## src/rtl/pixel_frame_pkg.sv

```systemverilog
// rtl/pixel_frame_pkg.sv - shared state encoding, default parameters and sizing helper for the pixel frame controller
package pixel_frame_pkg;

  typedef enum logic [2:0] {
    ST_IDLE    = 3'd0,
    ST_ERASE   = 3'd1,
    ST_EXPOSE  = 3'd2,
    ST_CONVERT = 3'd3,
    ST_READ    = 3'd4
  } frame_state_e;

  localparam int DEF_ARRAY_WIDTH    = 4;
  localparam int DEF_ARRAY_HEIGHT   = 4;
  localparam int DEF_ADC_BITS       = 8;
  localparam int DEF_ERASE_CYCLES   = 4;
  localparam int DEF_CONVERT_CYCLES = 256;
  localparam int DEF_EXP_W          = 16;

  // Counter holds (phase length - 1), so it needs clog2 of the longest phase.
  function automatic int cnt_width(input int a, input int b, input int c);
    int m;
    m = a;
    if (b > m) m = b;
    if (c > m) m = c;
    return (m > 1) ? $clog2(m) : 1;
  endfunction

endpackage

```

## src/rtl/pixel_phase_timer.sv

```systemverilog
// rtl/pixel_phase_timer.sv - down-counting phase timer, loaded with length-1, done while at zero
module pixel_phase_timer #(
  parameter int CNT_W = 16
) (
  input  logic             clk,
  input  logic             reset,
  input  logic             load,
  input  logic [CNT_W-1:0] load_val,
  output logic             done
);

  logic [CNT_W-1:0] cnt_q, cnt_d;

  // Load on phase entry, otherwise count down and park at zero (never wraps).
  always_comb begin
    cnt_d = cnt_q;
    if (load) begin
      cnt_d = load_val;
    end else if (cnt_q != '0) begin
      cnt_d = cnt_q - CNT_W'(1);
    end
  end

  // Counter register.
  always_ff @(posedge clk) begin
    if (reset) begin
      cnt_q <= '0;
    end else begin
      cnt_q <= cnt_d;
    end
  end

  assign done = (cnt_q == '0);

endmodule

```

## src/rtl/pixel_frame_ctrl.sv

```systemverilog
// rtl/pixel_frame_ctrl.sv - erase/expose/convert/read frame sequencer with readout stream; PIXEL_FRAME_COUNT_EN adds frame_count
module pixel_frame_ctrl
  import pixel_frame_pkg::*;
#(
  parameter int ARRAY_WIDTH    = DEF_ARRAY_WIDTH,
  parameter int ARRAY_HEIGHT   = DEF_ARRAY_HEIGHT,
  parameter int ADC_BITS       = DEF_ADC_BITS,
  parameter int ERASE_CYCLES   = DEF_ERASE_CYCLES,
  parameter int CONVERT_CYCLES = DEF_CONVERT_CYCLES,
  parameter int EXP_W          = DEF_EXP_W,
  localparam int PIXEL_COUNT   = ARRAY_WIDTH * ARRAY_HEIGHT,
  localparam int SEL_W         = (PIXEL_COUNT > 1) ? $clog2(PIXEL_COUNT) : 1
) (
  input  logic                clk,
`ifdef PIXEL_FRAME_COUNT_EN
  output logic [15:0]         frame_count,
`endif
  input  logic                reset,
  input  logic                start,
  input  logic [EXP_W-1:0]    expose_time,
  output logic                busy,
  output logic                erase,
  output logic                expose,
  output logic                convert,
  output logic                read,
  output logic [SEL_W-1:0]    pixel_select,
  input  logic [ADC_BITS-1:0] pixel_data,
  output logic                out_valid,
  input  logic                out_ready,
  output logic [ADC_BITS-1:0] out_data,
  output logic                out_last,
  output logic                frame_done
);

  localparam int CNT_W = cnt_width(ERASE_CYCLES, CONVERT_CYCLES, 2 ** EXP_W);
  localparam logic [SEL_W-1:0] LAST_SEL = SEL_W'(PIXEL_COUNT - 1);

  frame_state_e     state_q, state_d;
  logic [EXP_W-1:0] expose_q;
  logic [SEL_W-1:0] pixel_select_q;
  logic             frame_done_q;
  logic             timer_load;
  logic [CNT_W-1:0] timer_val;
  logic [CNT_W-1:0] expose_load;
  logic             timer_done;
  logic             accept;
  logic             accept_last;

  pixel_phase_timer #(.CNT_W(CNT_W)) u_timer (
    .clk      (clk),
    .reset    (reset),
    .load     (timer_load),
    .load_val (timer_val),
    .done     (timer_done)
  );

  // A zero exposure still spends one cycle in EXPOSE.
  assign expose_load = (expose_q == '0) ? '0 : (CNT_W'(expose_q) - CNT_W'(1));
  assign accept      = (state_q == ST_READ) && out_ready;
  assign accept_last = accept && (pixel_select_q == LAST_SEL);

  // State register; reset aborts any frame and wins over start.
  always_ff @(posedge clk) begin
    if (reset) begin
      state_q <= ST_IDLE;
    end else begin
      state_q <= state_d;
    end
  end

  // Next-state and timer load: each timed phase is loaded on the cycle it is entered.
  always_comb begin
    state_d    = state_q;
    timer_load = 1'b0;
    timer_val  = '0;
    case (state_q)
      ST_IDLE: if (start) begin
        state_d    = ST_ERASE;
        timer_load = 1'b1;
        timer_val  = CNT_W'(ERASE_CYCLES - 1);
      end
      ST_ERASE: if (timer_done) begin
        state_d    = ST_EXPOSE;
        timer_load = 1'b1;
        timer_val  = expose_load;
      end
      ST_EXPOSE: if (timer_done) begin
        state_d    = ST_CONVERT;
        timer_load = 1'b1;
        timer_val  = CNT_W'(CONVERT_CYCLES - 1);
      end
      ST_CONVERT: if (timer_done) begin
        state_d = ST_READ;
      end
      ST_READ: if (accept_last) begin
        state_d = ST_IDLE;
      end
      default: state_d = ST_IDLE;
    endcase
  end

  // Phase strobes, busy and stream valid decoded from state.
  always_comb begin
    busy      = 1'b1;
    erase     = 1'b0;
    expose    = 1'b0;
    convert   = 1'b0;
    read      = 1'b0;
    out_valid = 1'b0;
    case (state_q)
      ST_ERASE:   erase   = 1'b1;
      ST_EXPOSE:  expose  = 1'b1;
      ST_CONVERT: convert = 1'b1;
      ST_READ: begin
        read      = 1'b1;
        out_valid = 1'b1;
      end
      default:    busy    = 1'b0;
    endcase
  end

  // Exposure latch, pixel index walk and end-of-frame pulse.
  always_ff @(posedge clk) begin
    if (reset) begin
      expose_q       <= '0;
      pixel_select_q <= '0;
      frame_done_q   <= 1'b0;
    end else begin
      frame_done_q <= accept_last;
      if (state_q == ST_IDLE && start) begin
        expose_q <= expose_time;
      end
      if (accept) begin
        pixel_select_q <= accept_last ? '0 : (pixel_select_q + SEL_W'(1));
      end
    end
  end

`ifdef PIXEL_FRAME_COUNT_EN
  logic [15:0] frame_count_q;

  // Completed-frame counter, advances together with the frame_done pulse.
  always_ff @(posedge clk) begin
    if (reset) begin
      frame_count_q <= '0;
    end else if (accept_last) begin
      frame_count_q <= frame_count_q + 16'd1;
    end
  end

  assign frame_count = frame_count_q;
`endif

  assign pixel_select = pixel_select_q;
  assign out_data     = pixel_data;
  assign out_last     = (state_q == ST_READ) && (pixel_select_q == LAST_SEL);
  assign frame_done   = frame_done_q;

endmodule

```

## config.mk

```make
export PLATFORM = sky130hd
export DESIGN_NAME = pixel_frame_ctrl
export DESIGN_NICKNAME = d
export VERILOG_FILES = /design/src/rtl/pixel_frame_pkg.sv /design/src/rtl/pixel_phase_timer.sv /design/src/rtl/pixel_frame_ctrl.sv
export SDC_FILE = /design/constraint.sdc
export NUM_CORES = 1
export LEC_CHECK = 0
export CAP_MARGIN = 20
export CORE_MARGIN = 2
export CORE_UTILIZATION = 40
export CTS_BUF_LIST = sky130_fd_sc_hd__clkbuf_4 sky130_fd_sc_hd__clkbuf_8
export CTS_CLUSTER_DIAMETER = 200
export CTS_CLUSTER_SIZE = 10
export DETAILED_ROUTE_END_ITERATION = 8
export PLACE_DENSITY = 0.75
export SLEW_MARGIN = 40
export SYNTH_ARGS = -nofsm -noshare
export SYNTH_HDL_FRONTEND = slang
export SYNTH_HIERARCHICAL = 1
export SYNTH_SLANG_ARGS = --single-unit
```

## constraint.sdc

```tcl
create_clock -name clk -period 8.7 [get_ports clk]
set_input_delay 2.175 -clock clk [delete_from_list [all_inputs] [get_ports clk]]
set_output_delay 2.175 -clock clk [all_outputs]
set_load 0.05 [all_outputs]
```

* After elaboration in Yosys (flattened, before gate mapping) *
Index checks and enable logic that the tools add are counted.

storage, ports and cells
  bits in registers = 40
  input bits = 28
  output and inout port bits = 20
  word-level logic and storage cells = 52

cells by class
  add/subtract/negate cells = 3
  equality and inequality tests = 10
  mux-type cells = 22
  reductions and logical operators = 12

operator list
  kind                   number
  $mux 16                4
  $pmux 16 s3            1
  $logic_not 16->1       2
  $sub 16x1->16 const B  2
  $reduce_bool 16->1     1
  $mux 3                 5
  $pmux 3 s5             1
  $ne 2x2->1 const B     5
  $mux 8                 1
  $mux 1                 7
  $eq 3x2->1 const B     2
  $reduce_and 5->1       1
  $add 4x1->4 const B    1
  $eq 4x4->1 const B     1
  $logic_and 1x1->1      4
  $mux 4                 1
  $reduce_or 4->1        1
  $eq 3x1->1 const B     1
  $eq 3x3->1 const B     1
  $logic_not 3->1        1
  $mux 2                 1
  $pmux 1 s2             1
  $reduce_bool 2->1      1
  $reduce_or 2->1        1

* Logic depth before layout (Yosys ltp) *
Gate-level depths: netlist of the first run.

  word-level depth = 5
  gate-level depth with buffers = 12
  gate-level depth less buffers = 11

* Hierarchy *
The synthesis of the first run kept the hierarchy.

modules (own cells, without submodules)
  module             times used  cells an instance  area an instance (um^2)  sequential area each (um^2)
  pixel_frame_ctrl   1           190                1,451.4                  480.5
  pixel_phase_timer  1           116                964.7                    320.3

* Least setup slack after synthesis of the first run *
OpenSTA, ideal clock, no wires.

  path type = input port to output port
  from = input port pixel_data[0]
  to = output port out_data[0]
  data arrival time = 2,345 ps
  setup slack = 4,180 ps
  stages on the path = 1
  buffers on the path = 1
  path through = buf_4

RTL lines
  element          line                    source
  start, declared  pixel_frame_ctrl.sv:27  input logic [ADC_BITS-1:0] pixel_data,
  end, declared    pixel_frame_ctrl.sv:30  output logic [ADC_BITS-1:0] out_data,

No word-level cell between the ends.

* Worst setup path in the final report of the first run *
  from = input port start
  to = register u_timer.cnt_q[13]

on the way
  longest elaborated chain between the ends = 3
  elaborated cells between the ends (all ways) = 4
  classes of those cells = mux (3); reduce/logical (1)

ends and longest elaborated chain
  element                                       line                     source
  start, declared                               pixel_frame_ctrl.sv:19   input logic start,
  $mux 1 (*)                                    pixel_frame_ctrl.sv:77   ST_IDLE: if (start) begin
  $pmux 1 s2 (*)                                pixel_frame_ctrl.sv:76   case (state_q)
  named net timer_load                          pixel_frame_ctrl.sv:42   logic timer_load;
  $mux 16 or $reduce_bool 2->1 (tied branches)  n/a
  end signal, assigned                          pixel_phase_timer.sv:29  cnt_q <= cnt_d;
  end, declared                                 pixel_phase_timer.sv:12  logic [CNT_W-1:0] cnt_q, cnt_d;

The timed path passes the listed nets; every way through them passes the cells marked *.
A chain may end at the register's enable or synchronous reset.

==> results of run 1 <==
## worst min-delay path by stage
stage	start	to	slack, ns	depth (start not counted)
floorplan	expose_q[13]$_SDFFE_PP0P_	expose_q[13]$_SDFFE_PP0P_	0.46	2
global placement	expose_q[15]$_SDFFE_PP0P_	expose_q[15]$_SDFFE_PP0P_	0.48	2
detailed placement	expose_q[13]$_SDFFE_PP0P_	expose_q[13]$_SDFFE_PP0P_	0.48	2
CTS	expose_q[13]$_SDFFE_PP0P_	expose_q[13]$_SDFFE_PP0P_	0.49	2
global route	expose_q[13]$_SDFFE_PP0P_	expose_q[13]$_SDFFE_PP0P_	0.54	2
finish	expose_q[13]$_SDFFE_PP0P_	expose_q[13]$_SDFFE_PP0P_	0.49	2
## cells in the final DEF, fill, tap and decap left out, drive strengths merged, types with 8 or more instances in the layout
cell type	n
nand2	53
dfxtp	40
clkdlybuf4s50	31
a21oi	29
nor2	22
o21ai	21
nor3	14
xor2	13
xnor2	11
nand3	10
nand4	8
## logic make-up (layout without fill, tap and decap cells)
group                      Yosys count  after routing  synth area share (%)
AOI/OAI and AO/OA                   68             68                  16.7
muxes                                2              2                 0.880
and+or+nand+nor                    139            139                  32.0
DFF                                 40             40                  33.1
xor gates and xnor gates            24             24                  8.70
buffers and inverters               29             47                  6.52
adders and majority gates            4              4                  2.07
## sequential cells by signal, summed over array words and instances, names as in the netlist
name	count
state_q	3
frame_done	1
pixel_select	4
u_timer/cnt_q	16
expose_q	16
## area by class of cell
class | instances | area (sq um)
well taps | 75 | 93.8
flip-flops and latches | 40 | 801
clock buffers | 7 | 96.3
fillers | 593 | 3050
multi-input cells | 237 | 1470
clock inverters | 1 | 30.0
repair buffers | 33 | 325
inverters | 6 | 22.5
## per-stage QoR
stage / worst slack [ns] / hold slack [ns]
finish: 4.13 / 0.489
floorplan: 4.18 / 0.461
CTS: 3.85 / 0.491
global placement: 3.77 / 0.476
detailed placement: 3.57 / 0.481
global route: 3.83 / 0.539
## layer usage
| metal | global-route usage, % | up-vias | wire, um |
|---|---|---|---|
| li1 | - | 1110 | - |
| met1 | 21.6 | 974 | 2390 |
| met2 | 27.2 | 52 | 2390 |
| met3 | 2.97 | 4 | 213 |
| met4 | 5.33 | 0 | 45 |
| met5 | 0 | - | 0 |
## critical path, stage by stage
cell             delay [ns]
clkdlybuf4s50_1        0.52
nand3b_1               0.45
nand2_1                0.54
nor2b_2                0.56
nand2_1                0.14
a31o_2                 0.27
nor3_1                 0.12
## power groups by stage
stage / registers, W / logic [W] / clock network [W]
5_1_grt: 0.000301 / 0.000616 / 0.000176
4_1_cts: 0.000291 / 0.000551 / 0.000169
3_5_place_dp: 0.000295 / 0.000548 / 0
6_report: 0.000291 / 0.000550 / 0.000165
2_1_floorplan: 0.000276 / 0.000481 / 0
3_3_place_gp: 0.000291 / 0.000536 / 0
==> impl_results.md, run 1 <==
* Status: finished, final reports clean
* Finished Cell Area at approximately 0.0028 sq mm
* Global-route wire length before repair at 8.71 mm
* Worst EP arrival at ~4.8 ns
* DP HPWL at roughly 3.8 mm
* Dpl cell area at between 0.002 and 0.003 sq mm
* Sw frac at a little over two fifths
* Core Util, Final at slightly below 50%
* Iter 0 DRT Violations at 116
* Hold Path Class: register to register
* CP required at just under 9 ns
* Top FF cell, synth: dfxtp_1
* Post-Syn Nets at around 340
* Post-cts sizing count at 0
* Yosys cell types at 51
* Post-synth EDFFs at 0
* Warnings, synthesis at 6
* Worst-margin pin slew at just over 0.6 ns
* Final Non-Filler Cells at between 300 and 400
* RSZ-0062 raised after global routing: no
* Post-Syn Area at approximately 0.0024 sq mm
* Die ar. at roughly 0.0067 sq mm
* P_leak at approximately 1 nW
* Clock Skews at between 0.005 and 0.006 ns
* Cells after DPL at approximately 400
* Critical Path End: u_timer/cnt_q[13]$_SDFFE_PP0P_
* CTS Buf Count at 5
* Layout cells sized above 1 at around 8%
* Rows at 28
* Setup TNS at 0 ns
* Internal power at 0.000568 W
* Nets at around 360
* RR Endpoint: u_timer/cnt_q[13]$_SDFFE_PP0P_
* Grt ovf at 0
* Vias in the first global route at ~1900
* Root Driver: clkbuf_8
* CTS tree: built
* R2R setup slack at ~4.9 ns
* Max Clk Rate at about 220 MHz
* Synthesized flop and latch total at 40
* # diodes at 0
* Final period util at between 50 and 60%
* Deepest clock path buffer count at 2
* IR drop worst, VDD at ~150 uV
* Hold-fix buffer count after cts at 0
* Flop pwr share at 29.0%
* Sink Count at 40
* PD cells at roughly 350 mW/mm^2
* Die W at 81.7 um
* Final setup fails at 0
* Part of the Yosys area used for sequential elements at around a third
* Top cells by count, synth: nand2_1 (53), dfxtp_1 (40), a21oi_1 (29)
* I/O pins at 48
* Buffers added on ports at 31
* Minimum clock period at 4.57 ns
* Via count at between 2000 and 2500
* Most frequent cell after synthesis: nand2_1
* Hold Violations, Final at 0
* Layout area overhead at 17.3%
* DR DRC count at 0
* Clk_lat worst skew at just under 0.3 ns
* Syn Area/Cell at just under 8 sq um
* Core area at between 0.005 and 0.006 sq mm
* Crit. End Element: register
* Synth top area cells: dfxtp_1 (33%), nand2_1 (8.2%), a21oi_1 (6.0%), xor2_1 (4.7%), xnor2_1 (4.0%)
* WL final at between 5 and 6 mm
* DR pass1 iterations at 4
* Worst setup path startpoint: start
* GRT Resource Usage Total at 16.4%
* Initial antenna violation count at 0
* Placer Congestion at slightly above 0.8
* Avg WL per Cell at 12.6 um
* Synth top area share at between 30% and 40%
* Maximum Capacitance Violations at 0
* Antenna viol nets, final at 0
* Worst r2r path cells at 11
* Largest net degree at the start of global routing at 36
* Via density at 5.36
* Comb power frac at between 50% and 60%
* Setup bufs post-CTS at 0
* Initial Utilization at between 40 and 50%
* Die Span Y at about 80 um
* Relative slew slack at 58.4%
* Clock power frac at 16.4%
* R2R Path Start: u_timer/cnt_q[0]$_SDFFE_PP0P_
* Async set-reset flop share out of synthesis at 0%
* Fin. max-slew vios at 0
* Synthesized netlist cell count at a little over 300
* Critical path peak fanout at 17
* Design Power at a little over 0.001 W
* Reg clk slew, reported paths at about 0.070 ns
* Worst Path Class, Setup: input port to register
* Largest area contributor in the netlist: dfxtp_1
* Psw at between 0.0004 and 0.0005 W
* CP startpoint kind: input port
* H-Tree Depth at 2
Note: power is estimated with default switching activity, not from simulation.
==> inputs of run 2 (changes only) <==
Settings changed: PLACE_DENSITY 0.75 to 0.77.
Clock period 8.7 ns to 4 ns, I/O delays scaled along.
==> run 2 against run 1 <==
Against the previous run:
- hold slack better by 0.0089 ns
- count of clock-buffer cells in the layout unchanged
- wire length up 2.2%
- via count up 0.61%
- combinational power up 120%
- non-clock buffer count up 3
- clock skew up 0.0059 ns
- global-route usage up 0.25 points
- highest routed layer unchanged
- setup slack worse by 3.5 ns
==> impl_results.md, run 2 (synthesized netlist as in run 1, its figures left out) <==
* Status: finished, final reports clean
* Initial antenna violation count at 0 (unchanged)
* Post-cts sizing count at 0 (unchanged)
* Via density at 5.36 (-0.14%)
* Layout cells sized above 1 at 8.56% (+0.54 points)
* Finished Cell Area at 0.00283 sq mm (-0.31%)
* Die Span Y at 81.7 um (unchanged)
* Antenna viol nets, final at 0 (unchanged)
* GRT Resource Usage Total at 16.7% (+0.25 points)
* R2R Path Start: u_timer/cnt_q[0]$_SDFFE_PP0P_
* Worst-margin pin slew at 0.591 ns (-0.0313 ns)
* Die ar. at 0.00668 sq mm (unchanged)
* Nets at 358 (+0.85%)
* RR Endpoint: u_timer/cnt_q[13]$_SDFFE_PP0P_
* Avg WL per Cell at 12.8 um (+1.4%)
* Clock Skews at 0.0112 ns (+0.00592 ns)
* Critical path peak fanout at 16 (-1)
* Initial Utilization at 41.1% (unchanged)
* P_leak at 1.00 nW (-0.25%)
* Sink Count at 40 (unchanged)
* # diodes at 0 (unchanged)
* IR drop worst, VDD at 340 uV (+130%)
* Crit. End Element: register
* Global-route wire length before repair at 8.80 mm (+1.0%)
* Maximum Capacitance Violations at 0 (unchanged)
* Setup bufs post-CTS at 0 (unchanged)
* Critical Path End: u_timer/cnt_q[13]$_SDFFE_PP0P_
* Most common cell after layout, fill and taps aside: nand2_1
* DR DRC count at 0 (unchanged)
* Max Clk Rate at around 300 MHz
* Vias in the first global route at 1943 (+0.52%)
* CTS tree: built
* R2R setup slack at 0.66 ns (-4.21 ns)
* Reg clk slew, reported paths at 0.08 ns (about the same)
* Rows at 28 (unchanged)
* DR pass1 iterations at 4 (unchanged)
* WL final at 5.15 mm (+2.2%)
* Root Driver: clkbuf_8
* CTS Buf Count at 5 (unchanged)
* Hold Path Class: register to register
* Dpl cell area at 0.00273 sq mm (+0.83%)
* CP startpoint kind: register
* Via count at 2153 (+0.61%)
* Core Util, Final at 48.0% (-0.15 points)
* H-Tree Depth at 2 (unchanged)
* Hold-fix buffer count after cts at 0 (unchanged)
* Final period util at around 83%
* Worst r2r path cells at 10 (-1)
* CP required at 4.22 ns (-4.69 ns)
* Core area at 0.00589 sq mm (unchanged)
* Minimum clock period at 3.34 ns
* PD cells at 758 mW/mm^2 (+110%)
* Relative slew slack at 60.2% (+1.9 points)
* Most frequent cells in the layout: nand2_1 (53), dfxtp_1 (40), clkdlybuf4s50_1 (31)
* DP HPWL at 4.02 mm (+6.6%)
* Fill count at 588 (-0.84%)
* Worst setup path startpoint: u_timer/cnt_q[0]$_SDFFE_PP0P_
* Final setup fails at 0 (unchanged)
* Setup TNS at 0 ns (unchanged)
* Buffers added on ports at 31 (unchanged)
* Grt ovf at 0 (unchanged)
* Die W at 81.7 um (unchanged)
* Layout area overhead at 17.0%
* Clk_lat worst skew at 0.29 ns (about the same)
* Largest net degree at the start of global routing at 31 (-14%)
* RSZ-0062 raised after global routing: no
* Worst Path Class, Setup: register to register
* I/O pins at 48 (unchanged)
* Deepest clock path buffer count at 2 (unchanged)
* Iter 0 DRT Violations at 154 (+33%)
* Hold Violations, Final at 0 (unchanged)
* Placer Congestion at 0.868 (+5.8%)
* Fin. max-slew vios at 0 (unchanged)
* Worst EP arrival at 3.56 ns (-1.22 ns)
run 2: cell types whose count changed in the layout (fill, tap and decap cells not counted), sizes merged:
cell      change
buf           +3
bufinv        -1
clkinvlp      +1
run 2: routing by layer:
layer / share of wire, % / wire length (um) / vias up / GRT usage [%]
met3: 3.6 / 186 / 6 / 3.96
met4: 1.4 / 70 / 0 / 5.33
met1: 46 / 2360 / 987 / 21.6
met2: 49 / 2530 / 44 / 27.2
met5: 0 / 0 / - / 0
li1: - / - / 1116 / -
run 2: power by group:
group	internal [W]	total [W]	switching (W)
registers	0.000502	0.000634	0.000133
logic	0.000528	0.00123	0.000698
clock network	0.000147	0.000282	0.000136
total	0.00118	0.00214	0.000967
run 2: worst max-delay path: stages (launching register included):
cell and delay, ns:
dfxtp_1 0.33, inv_1 0.08, ha_1 0.19, or3b_2 0.53
or4_4 0.59, nor2_1 0.36, nand3_1 0.43, nor2_1 0.30
nand2_1 0.10, a31o_2 0.25, nor3_1 0.11
run 2: cell type report:
class	instances	area (sq um)	share of cell area [%]
multi-input combinational	237	1460	51.8
sequential	40	801	28.3
clock buffer	7	90.1	3.19
timing repair buffer	36	348	12.3
inverter	6	22.5	0.797
tap	75	93.8	3.32
clock inverter	1	7.51	0.266
run 2: stage by stage:
step	worst slack, ns	total power, W	hold WS [ns]	instances
2_1_floorplan	0.687	0.00165	0.461	306
3_3_place_gp	0.775	0.00182	0.477	394
3_5_place_dp	0.665	0.00187	0.487	394
4_1_cts	0.660	0.00215	0.498	402
5_1_grt	0.368	0.00232	0.530	402
6_report	0.660	0.00214	0.498	402
run 2: how the worst min path moves through the flow:
stage | startpoint | depth (start not counted) | endpoint
global placement | expose_q[13]$_SDFFE_PP0P_ | 2 | expose_q[13]$_SDFFE_PP0P_
finish | expose_q[15]$_SDFFE_PP0P_ | 2 | expose_q[15]$_SDFFE_PP0P_
CTS | expose_q[15]$_SDFFE_PP0P_ | 2 | expose_q[15]$_SDFFE_PP0P_
floorplan | expose_q[13]$_SDFFE_PP0P_ | 2 | expose_q[13]$_SDFFE_PP0P_
global route | expose_q[1]$_SDFFE_PP0P_ | 2 | expose_q[1]$_SDFFE_PP0P_
detailed placement | expose_q[15]$_SDFFE_PP0P_ | 2 | expose_q[15]$_SDFFE_PP0P_
==> inputs of run 3 (changes only) <==
Clock period 4 ns to 2.8 ns, I/O delays scaled along.
==> run 3 against run 2 <==
Against the previous run:
- flip-flop and latch count unchanged
- critical path depth fell by 8
- clock skew decreased by 0.0030 ns
- via count decreased by 0.74%
- die area unchanged
- power rose by 52%
- utilization increased by 1.3 points
- hold slack got worse by 0.0078 ns
- sequential share of layout area fell by 0.77 points
- combinational power up 53%
==> impl_results.md, run 3 (synthesized netlist as in run 1, its figures left out) <==
* Via density at 5.25 (-2.0%)
* Sw frac at 43.8% (-1.3 points)
* Internal power at 0.00184 W (+56%)
* Iter 0 DRT Violations at 167 (+8.4%)
* Grt ovf at 0 (unchanged)
* Worst-margin pin slew at 0.574 ns (-0.0173 ns)
* Min setup slack post-route at 0.0888 ns (-0.571 ns)
* Max Clk Rate at about 370 MHz
* GRT Resource Usage Total at 17.0% (+0.33 points)
* RSZ-0062 raised after global routing: yes
* Clk_lat worst skew at 0.30 ns (about the same)
* Most common cell after layout, fill and taps aside: nand2_1
* Core Util, Final at 49.4% (+1.3 points)
* Avg WL per Cell at 12.7 um (-0.58%)
* Reg clk slew, reported paths at 0.07 ns (about the same)
* I/O pins at 48 (unchanged)
* Initial antenna violation count at 0 (unchanged)
* Vias in the first global route at 1924 (-0.98%)
* Relative slew slack at 61.4% (+1.2 points)
* IR drop worst, VDD at 546 uV (+61%)
* Sink Count at 40 (unchanged)
* Flop pwr share at 27.8% (-1.8 points)
* CP required at 2.10 ns (-2.12 ns)
* Die W at 81.7 um (unchanged)
* Crit. End Element: primary output
* Antenna viol nets, final at 0 (unchanged)
* Maximum Capacitance Violations at 0 (unchanged)
* H-Tree Depth at 2 (unchanged)
* # diodes at 0 (unchanged)
* Fill count at 581 (-1.2%)
* Hold Path Class: register to register
* Root Driver: clkbuf_8
* Core area at 0.00589 sq mm (unchanged)
* Clock power frac at 14.5% (+1.3 points)
* P_leak at 1.06 nW (+5.4%)
* Hold Violations, Final at 0 (unchanged)
* PD cells at 1120 mW/mm^2 (+48%)
* Final Non-Filler Cells at 407 (+1.2%)
* Layout area overhead at 20.2%
* Critical path peak fanout at 8 (-8)
* Via count at 2137 (-0.74%)
* Die Span Y at 81.7 um (unchanged)
* Placer Congestion at 0.853 (-1.7%)
* Deepest clock path buffer count at 2 (unchanged)
* DR DRC count at 0 (unchanged)
* WL final at 5.18 mm (+0.66%)
* Comb power frac at 57.7% (+0.5 points)
* Global-route wire length before repair at 8.95 mm (+1.6%)
* DP HPWL at 3.89 mm (-3.2%)
* CTS Buf Count at 5 (unchanged)
* Worst Path Class, Setup: register to primary output
* Worst EP arrival at 2.01 ns (-1.55 ns)
* CP startpoint kind: register
* Final period util at about 97%
* Die ar. at 0.00668 sq mm (unchanged)
* Pre-CTS setup slack at 0.117 ns (-0.548 ns)
* Minimum clock period at approximately 2.7 ns
* DR pass1 iterations at 4 (unchanged)
* Clock Skews at 0.00823 ns (-0.00297 ns)
* Layout cells sized above 1 at 12.7% (+4.1 points)
* Cells after DPL at 397 (+0.76%)
* CTS tree: built
* Most frequent cells in the layout: nand2_1 (53), dfxtp_1 (40), a21oi_1 (29)
* Nets at 363 (+1.4%)
* Psw at 0.00143 W (+48%)
* Final setup fails at 0 (unchanged)
* Status: finished, final reports clean
* Rows at 28 (unchanged)
* Fin. max-slew vios at 0 (unchanged)
* Largest net degree at the start of global routing at 31 (unchanged)
* Initial Utilization at 41.1% (unchanged)
* Buffers added on ports at 31 (unchanged)
==> run 3: cell types whose count changed in the layout (fill, tap and decap cells not counted), moves of 2 or more <==
cell	delta
nor3b_1	-2
clkdlybuf4s50_1	-3
buf_4	+8
nor2_1	-2
nor3b_2	+2
==> run 3: cell type report <==
type	count	area [sq um]	area share, %
Clock buffer	6	76.3	2.63
Multi-Input combinational cell	237	1500	51.6
Timing Repair Buffer	41	378	13.0
Clock inverter	2	35.0	1.21
Sequential cell	40	801	27.6
Tap cell	75	93.8	3.23
Inverter	6	22.5	0.775
==> run 3: worst paths after layout <==
path | endpoint | from | slack [ns] | cells past startpoint
min | expose_q[13]$_SDFFE_PP0P_ | expose_q[13]$_SDFFE_PP0P_ | 0.49 | 2
min reg2reg | expose_q[13]$_SDFFE_PP0P_ | expose_q[13]$_SDFFE_PP0P_ | 0.49 | 2
max reg2reg | u_timer/cnt_q[15]$_SDFFE_PP0P_ | u_timer/cnt_q[1]$_SDFFE_PP0P_ | 0.11 | 12
max | expose | state_q[1]$_SDFFE_PP0P_ | 0.09 | 2
==> run 3: power by group through the flow <==
stage | clock, W | combinational [W] | sequential, W
2_1_floorplan | 0 | 0.00154 | 0.000858
3_3_place_gp | 0 | 0.00181 | 0.000906
3_5_place_dp | 0 | 0.00185 | 0.000917
4_1_cts | 0.000490 | 0.00187 | 0.000906
5_1_grt | 0.000514 | 0.00209 | 0.000936
6_report | 0.000473 | 0.00188 | 0.000909
==> run 3: critical path: stages (launching register included) <==
cell and delay [ns]:
dfxtp_1 0.50, nor3b_2 0.35, clkdlybuf4s50_1 0.86
==> run 3: metrics by stage <==
step / TNS (ns) / total power [W] / hold slack [ns] / instance area [sq um]
after floorplan: 0 / 0.00240 / 0.461 / 2450
after global placement: 0 / 0.00272 / 0.476 / 2770
after detailed placement: 0 / 0.00277 / 0.480 / 2770
after CTS: 0 / 0.00326 / 0.491 / 2880
after global routing: -0.00190 / 0.00354 / 0.532 / 2910
final: 0 / 0.00326 / 0.490 / 2910
==> run 3: routing by layer <==
layer  global-route usage, %  routed length (um)
met3                    3.30                 149
met2                    25.5                2390
met4                    6.33                  88
met5                       0                   0
met1                    24.0                2550
==> run 3: timing repair <==
action,in CTS,in global routing
setup buffers,0,2
setup endpoints to repair,0,5
hold buffers,0,0
gates resized for setup,0,2
hold endpoints to repair,0,0
